### config.mk
export PLATFORM = sky130hd
export DESIGN_NAME = mem_port_arbiter
export DESIGN_NICKNAME = d
export VERILOG_FILES = /design/src/rtl/mem_port_arbiter.sv
export SDC_FILE = /design/constraint.sdc
export NUM_CORES = 1
export LEC_CHECK = 0
export ABC_AREA = 1
export CAP_MARGIN = 20
export CORE_AREA = 2 2 158 160
export CTS_BUF_LIST = sky130_fd_sc_hd__clkbuf_4 sky130_fd_sc_hd__clkbuf_8
export CTS_CLUSTER_DIAMETER = 50
export DETAILED_ROUTE_END_ITERATION = 12
export DIE_AREA = 0 0 160 162
export GPL_TIMING_DRIVEN = 0
export PLACE_DENSITY = 0.6
export SETUP_SLACK_MARGIN = 0.1
export SYNTH_ARGS = -nofsm -noshare
export SYNTH_HDL_FRONTEND = slang
export SYNTH_SLANG_ARGS = --single-unit
### constraint.sdc
create_clock -name clk -period 1.75 [get_ports clk]
set_input_delay 0.175 -clock clk [delete_from_list [all_inputs] [get_ports clk]]
set_output_delay 0.175 -clock clk [all_outputs]
set_load 0.02 [all_outputs]
### src/rtl/mem_port_arbiter.sv
// rtl/mem_port_arbiter.sv - ICache/DCache line-burst arbiter onto one memory port (optional macro: ARB_D_PRIORITY_EN)
module mem_port_arbiter #(
    parameter int ADDR_W    = 32,
    parameter int DATA_W    = 32,
    parameter int BURST_LEN = 4
) (
    input  logic                        clk,
    input  logic                        rst,
    input  logic                        i_rd_req,
    input  logic [ADDR_W-1:0]           i_rd_addr,
    output logic                        i_rd_gnt,
    input  logic                        i_cancel,
    output logic [DATA_W-1:0]           i_rdata,
    output logic                        i_rvalid,
    output logic                        i_rlast,
    input  logic                        d_rd_req,
    input  logic [ADDR_W-1:0]           d_rd_addr,
    output logic                        d_rd_gnt,
    output logic [DATA_W-1:0]           d_rdata,
    output logic                        d_rvalid,
    output logic                        d_rlast,
    input  logic                        d_wr_req,
    input  logic [ADDR_W-1:0]           d_wr_addr,
    input  logic [BURST_LEN*DATA_W-1:0] d_wr_line,
    output logic                        d_wr_gnt,
    output logic                        d_wr_done,
    output logic                        m_req,
    output logic                        m_we,
    output logic [ADDR_W-1:0]           m_addr,
    input  logic                        m_ack,
    output logic [DATA_W-1:0]           m_wdata,
    output logic                        m_wvalid,
    output logic                        m_wlast,
    input  logic                        m_wready,
    input  logic [DATA_W-1:0]           m_rdata,
    input  logic                        m_rvalid,
    input  logic                        m_bvalid
);

    typedef enum logic [2:0] {
        IDLE, RD_ADDR, RD_DATA, WR_ADDR, WR_DATA, WR_RESP
    } state_t;

    localparam int               CNT_W    = $clog2(BURST_LEN);
    localparam logic [CNT_W-1:0] CNT_LAST = CNT_W'(BURST_LEN - 1);

    state_t              state_q;
    logic                owner_d_q;     // 1 = DCache owns the current burst
    logic                last_d_q;      // 1 = DCache won the previous arbitration
    logic [CNT_W-1:0]    cnt_q;
    logic                drop_q;
    logic [ADDR_W-1:0]   addr_q;
    logic                i_gnt_q;
    logic                dr_gnt_q;
    logic                dw_gnt_q;

    logic                d_any_d;
    logic                any_req_d;
    logic                pick_d_d;
    logic                cancel_hit_d;
    logic                rd_phase_d;

    // Arbitration decision: D-write beats D-read inside D; I vs D by round-robin or fixed D priority
    always_comb begin
        d_any_d      = d_wr_req | d_rd_req;
        any_req_d    = d_any_d | i_rd_req;
`ifdef ARB_D_PRIORITY_EN
        pick_d_d     = d_any_d;
`else
        pick_d_d     = d_any_d & (~i_rd_req | ~last_d_q);
`endif
        cancel_hit_d = i_cancel & ~owner_d_q;
    end

    // Burst sequencer: grant, address phase, data phase, write response
    always_ff @(posedge clk or posedge rst) begin
        if (rst) begin
            state_q   <= IDLE;
            owner_d_q <= 1'b0;
            last_d_q  <= 1'b1;
            cnt_q     <= '0;
            drop_q    <= 1'b0;
            addr_q    <= '0;
            i_gnt_q   <= 1'b0;
            dr_gnt_q  <= 1'b0;
            dw_gnt_q  <= 1'b0;
        end else begin
            i_gnt_q  <= 1'b0;
            dr_gnt_q <= 1'b0;
            dw_gnt_q <= 1'b0;
            case (state_q)
                IDLE: begin
                    drop_q <= 1'b0;
                    if (any_req_d) begin
                        owner_d_q <= pick_d_d;
                        last_d_q  <= pick_d_d;
                        cnt_q     <= '0;
                        if (pick_d_d && d_wr_req) begin
                            addr_q   <= d_wr_addr;
                            state_q  <= WR_ADDR;
                            dw_gnt_q <= 1'b1;
                        end else if (pick_d_d) begin
                            addr_q   <= d_rd_addr;
                            state_q  <= RD_ADDR;
                            dr_gnt_q <= 1'b1;
                        end else begin
                            addr_q   <= i_rd_addr;
                            state_q  <= RD_ADDR;
                            i_gnt_q  <= 1'b1;
                        end
                    end
                end
                RD_ADDR: begin
                    if (cancel_hit_d) drop_q <= 1'b1;
                    if (m_ack) begin
                        state_q <= RD_DATA;
                        cnt_q   <= '0;
                    end
                end
                RD_DATA: begin
                    if (cancel_hit_d) drop_q <= 1'b1;
                    if (m_rvalid) begin
                        cnt_q <= cnt_q + 1'b1;
                        if (cnt_q == CNT_LAST) begin
                            state_q <= IDLE;
                            drop_q  <= 1'b0;
                        end
                    end
                end
                WR_ADDR: begin
                    if (m_ack) begin
                        state_q <= WR_DATA;
                        cnt_q   <= '0;
                    end
                end
                WR_DATA: begin
                    if (m_wready) begin
                        cnt_q <= cnt_q + 1'b1;
                        if (cnt_q == CNT_LAST) state_q <= WR_RESP;
                    end
                end
                WR_RESP: begin
                    if (m_bvalid) state_q <= IDLE;
                end
                default: state_q <= IDLE;
            endcase
        end
    end

    // Output decode; read data routed combinationally to the owning cache only
    always_comb begin
        rd_phase_d = (state_q == RD_DATA);
        i_rd_gnt   = i_gnt_q;
        d_rd_gnt   = dr_gnt_q;
        d_wr_gnt   = dw_gnt_q;
        m_req      = (state_q == RD_ADDR) || (state_q == WR_ADDR);
        m_we       = (state_q == WR_ADDR);
        m_addr     = m_req ? addr_q : '0;
        i_rdata    = (rd_phase_d && !owner_d_q) ? m_rdata : '0;
        i_rvalid   = rd_phase_d && !owner_d_q && m_rvalid && !drop_q && !i_cancel;
        i_rlast    = i_rvalid && (cnt_q == CNT_LAST);
        d_rdata    = (rd_phase_d && owner_d_q) ? m_rdata : '0;
        d_rvalid   = rd_phase_d && owner_d_q && m_rvalid;
        d_rlast    = d_rvalid && (cnt_q == CNT_LAST);
        m_wvalid   = (state_q == WR_DATA);
        m_wdata    = m_wvalid ? d_wr_line[int'(cnt_q)*DATA_W +: DATA_W] : '0;
        m_wlast    = m_wvalid && (cnt_q == CNT_LAST);
        d_wr_done  = (state_q == WR_RESP) && m_bvalid;
    end

endmodule

==> reports/results.ini <==
[die]
core_area_um2 = 24100
dieWidth_um = 160
die_area_um2 = 25900
ios = 406
fp.dieH_um = 162
rows = 57
start_util = 0.192

[drt]
drt_iter0_markers = 326
drt.antenna.violating_nets = 0
routed_via_density = 4.34
wl_met2_um = 15600
top_layer_used = met4
drt_first_pass_iters = 4
post_drt_wl_per_cell_um = 17.9
routed_wl_um = 29600
wl_met3_um = 2100
wl_met1_um = 11000
num_vias = 7203
drc_errors = 0

[power_and_ir_drop]
power_density_nw_per_um2 = 1210
finalPower_mw = 13.9
p_int_mw = 7.08
p_sw_mw = 6.86
irDropWorstVdd_mv = 0.602
pwr-share-seq = 0.125
p_clk_frac = 0.052
p_comb_frac = 0.823
sw_frac_of_total = 0.492
cellLeakagePower_nw = 5.28

[global_route]
grt_overflow = 0
grt_max_degree = 29
antenna_found_initial = 2
grt_pass1_wl_um = 40300
grt.total_usage = 0.199
grt_pass1_vias = 6938

[critical_path]
arrival_ps = 1700
worstPathCellList = buf_6, buf_12, buf_8, nor2_1, nor2_1, o21ai_1, a21oi_1, buf_4
slowest_stage = dfrtp_1
endpoint_kind = primary output
worst_setup_path_start_kind = register
crit_top_cell = nor2_1
slowest_delay_ps = 410
worstSetupPathType = register to primary output
required_ps = 1570
critPathMaxFanout = 5

[sta]
finalSetupViolCount = 96
rsz0062_at_grt = yes
fmax_mhz = 535
finalMaxSlewViolations = 0
whs_ps = 178
relSlewSlack = 0.649
worst_pin_slew_ps = 526
worst_slack_ps = -120
period_share = 1.07
finClkSkew_ps = 12.0
hold_violations = 0
finalSetupTns_ps = -5110
min_period_ps = 1870

[clock_network]
cts_made_buffers = 5
tritoncts = done
clkTransAtPathRegs_ps = 90
clock-sinks = 43
clockBufferDepth = 2
ctsHtreeMaxLevel = 2
clock-root-buffer = clkbuf_8
insertion_delay_ps = 310

[synthesis]
syn_inst = 859
syn-cell-area_um2 = 4640
syn-num-nets = 1126
ys_top_cells_by_area = nor2_1 27%, dfrtp_1 23%, inv_1 12%, a21oi_1 7.3%, o21ai_0 6.3%
syn_avg_cell_area_um2 = 5.40
yosys.area.top_type = nor2_1
ys_types = 28
yosysWarnings = 0
synth_top_area_share = 0.270
ys_ff_latch = 43
seq_area_frac_synth = 0.232

[finish]
area.sequential_um2 = 1080
multiInputGateArea_um2 = 3860
area_delta_synth_final_pct = 149
nNetsFinal = 1598
final_area_um2 = 11500
drive_gt1_frac = 0.323
utilization = 0.479
fill_cells = 2423

[hold_path]
hold_class = input pin to async pin

[status]
status = complete, but fails checks
violations = setup timing

[job]
maxCapViolations = 0

[place]
place.gp.congestion = 0.898
dpl_cell_area_um2 = 9120
hpwl_um = 21800
numPortBuffers = 405

[synth_stat cells (all sizes together)]
cell	instances
a21oi	68
a21boi	2
o22ai	1
nand4	2
clkbuf	17
nor4	1
nand3b	32
buf	38
nor2	337
ha	1
nand2	63
o211ai	1
dfstp	1
inv	146
nand3	39
o21ai	66
nor3	2
dfrtp	42
[final timing paths]
kind / start / to / slack (ps) / depth (start not counted)
max in group asynchronous: rst / last_d_q / 980 / 3
worst max-delay path: cnt_q[0] / m_wdata[10] / -120 / 8
min in group clk: i_rd_addr[14] / addr_q[14] / 460 / 3
worst min register to register: last_d_q / last_d_q / 520 / 2
worst min-delay path: rst / addr_q[8] / 180 / 2
worst max register to register: state_q[0] / state_q[2] / 110 / 10
[timing repair]
action                                  4_1_cts  5_1_grt
hold buffers                                  0        0
pin swaps                                    22       59
gates cloned                                  5       14
buffers inserted                             19       23
endpoints found under the setup margin      137      164
resized for setup                           924      364
[final cells by class]
class | count | area share
tap | 324 | 0.0351
sequential | 43 | 0.0935
inverter | 146 | 0.0510
clock inverter | 1 | 0.000433
multi-input combinational | 619 | 0.334
buffer | 54 | 0.0543
clock buffer | 7 | 0.00780
timing repair buffer | 462 | 0.423
antenna | 2 | 0.000433
[flip-flops by register name, summed over array words and instances (netlist names)]
name       count
cnt_q          2
d_wr_gnt       1
i_rd_gnt       1
d_rd_gnt       1
addr_q        32
state_q        3
last_d_q       1
drop_q         1
owner_d_q      1
[per-stage QoR]
stage | setup slack, ps | cells
2_1_floorplan | 224 | 859
3_3_place_gp | -631 | 1588
3_5_place_dp | -667 | 1589
4_1_cts | -130 | 1621
5_1_grt | -192 | 1658
6_report | -120 | 1658
[worst max-delay path, delay by kind of cell (launching register included)]
kind	cells	cell delay [ps]
AO/OA/AOI/OAI	2	220
buffers and inverters	4	540
flip-flops	1	410
AND/OR/NAND/NOR	2	210
[power by group through the flow]
stage	registers [mW]	logic, mW	clock network, mW
2_1_floorplan	1.72	4.27	0
3_3_place_gp	1.74	7.54	0
3_5_place_dp	1.75	7.58	0
4_1_cts	1.75	8.51	0.731
5_1_grt	1.78	12.3	0.766
6_report	1.74	11.5	0.719
[cells by family after synthesis]
| family | after synthesis | share of synthesized area |
|---|---|---|
| buffers and inverters | 201 | 0.178 |
| AND/OR/NAND/NOR | 476 | 0.437 |
| AO/OA/AOI/OAI | 138 | 0.151 |
| flip-flops | 43 | 0.232 |
| adder cells (fa/ha/maj) | 1 | 0.00270 |
[layer usage]
| layer | GRT usage | up-vias |
|---|---|---|
| li1 | - | 3572 |
| met1 | 0.217 | 3308 |
| met2 | 0.377 | 274 |
| met3 | 0.0521 | 49 |
| met4 | 0.0631 | 0 |
| met5 | 0 | - |
[layout by cell type, fill, tap and decap left out, drive strengths merged]
| cell | netlist | final |
|---|---|---|
| clkbuf | 17 | 33 |
| clkdlybuf4s50 | 0 | 268 |
| buf | 38 | 222 |
| o21ai | 66 | 66 |
| inv | 146 | 143 |
| nand3 | 39 | 39 |
| ha | 1 | 1 |
| dfstp | 1 | 1 |
| nor4 | 1 | 1 |
| o22ai | 1 | 1 |
| nor2 | 337 | 337 |
| nor3 | 2 | 2 |
| diode | 0 | 2 |
| nand3b | 32 | 32 |
| a21oi | 68 | 68 |
| a21boi | 2 | 2 |
| clkinvlp | 0 | 1 |
| nand2 | 63 | 67 |
| dfrtp | 42 | 42 |
| o211ai | 1 | 1 |
| nand4 | 2 | 2 |
| clkinv | 0 | 3 |
No activity file was read; power rests on OpenSTA's default activity.
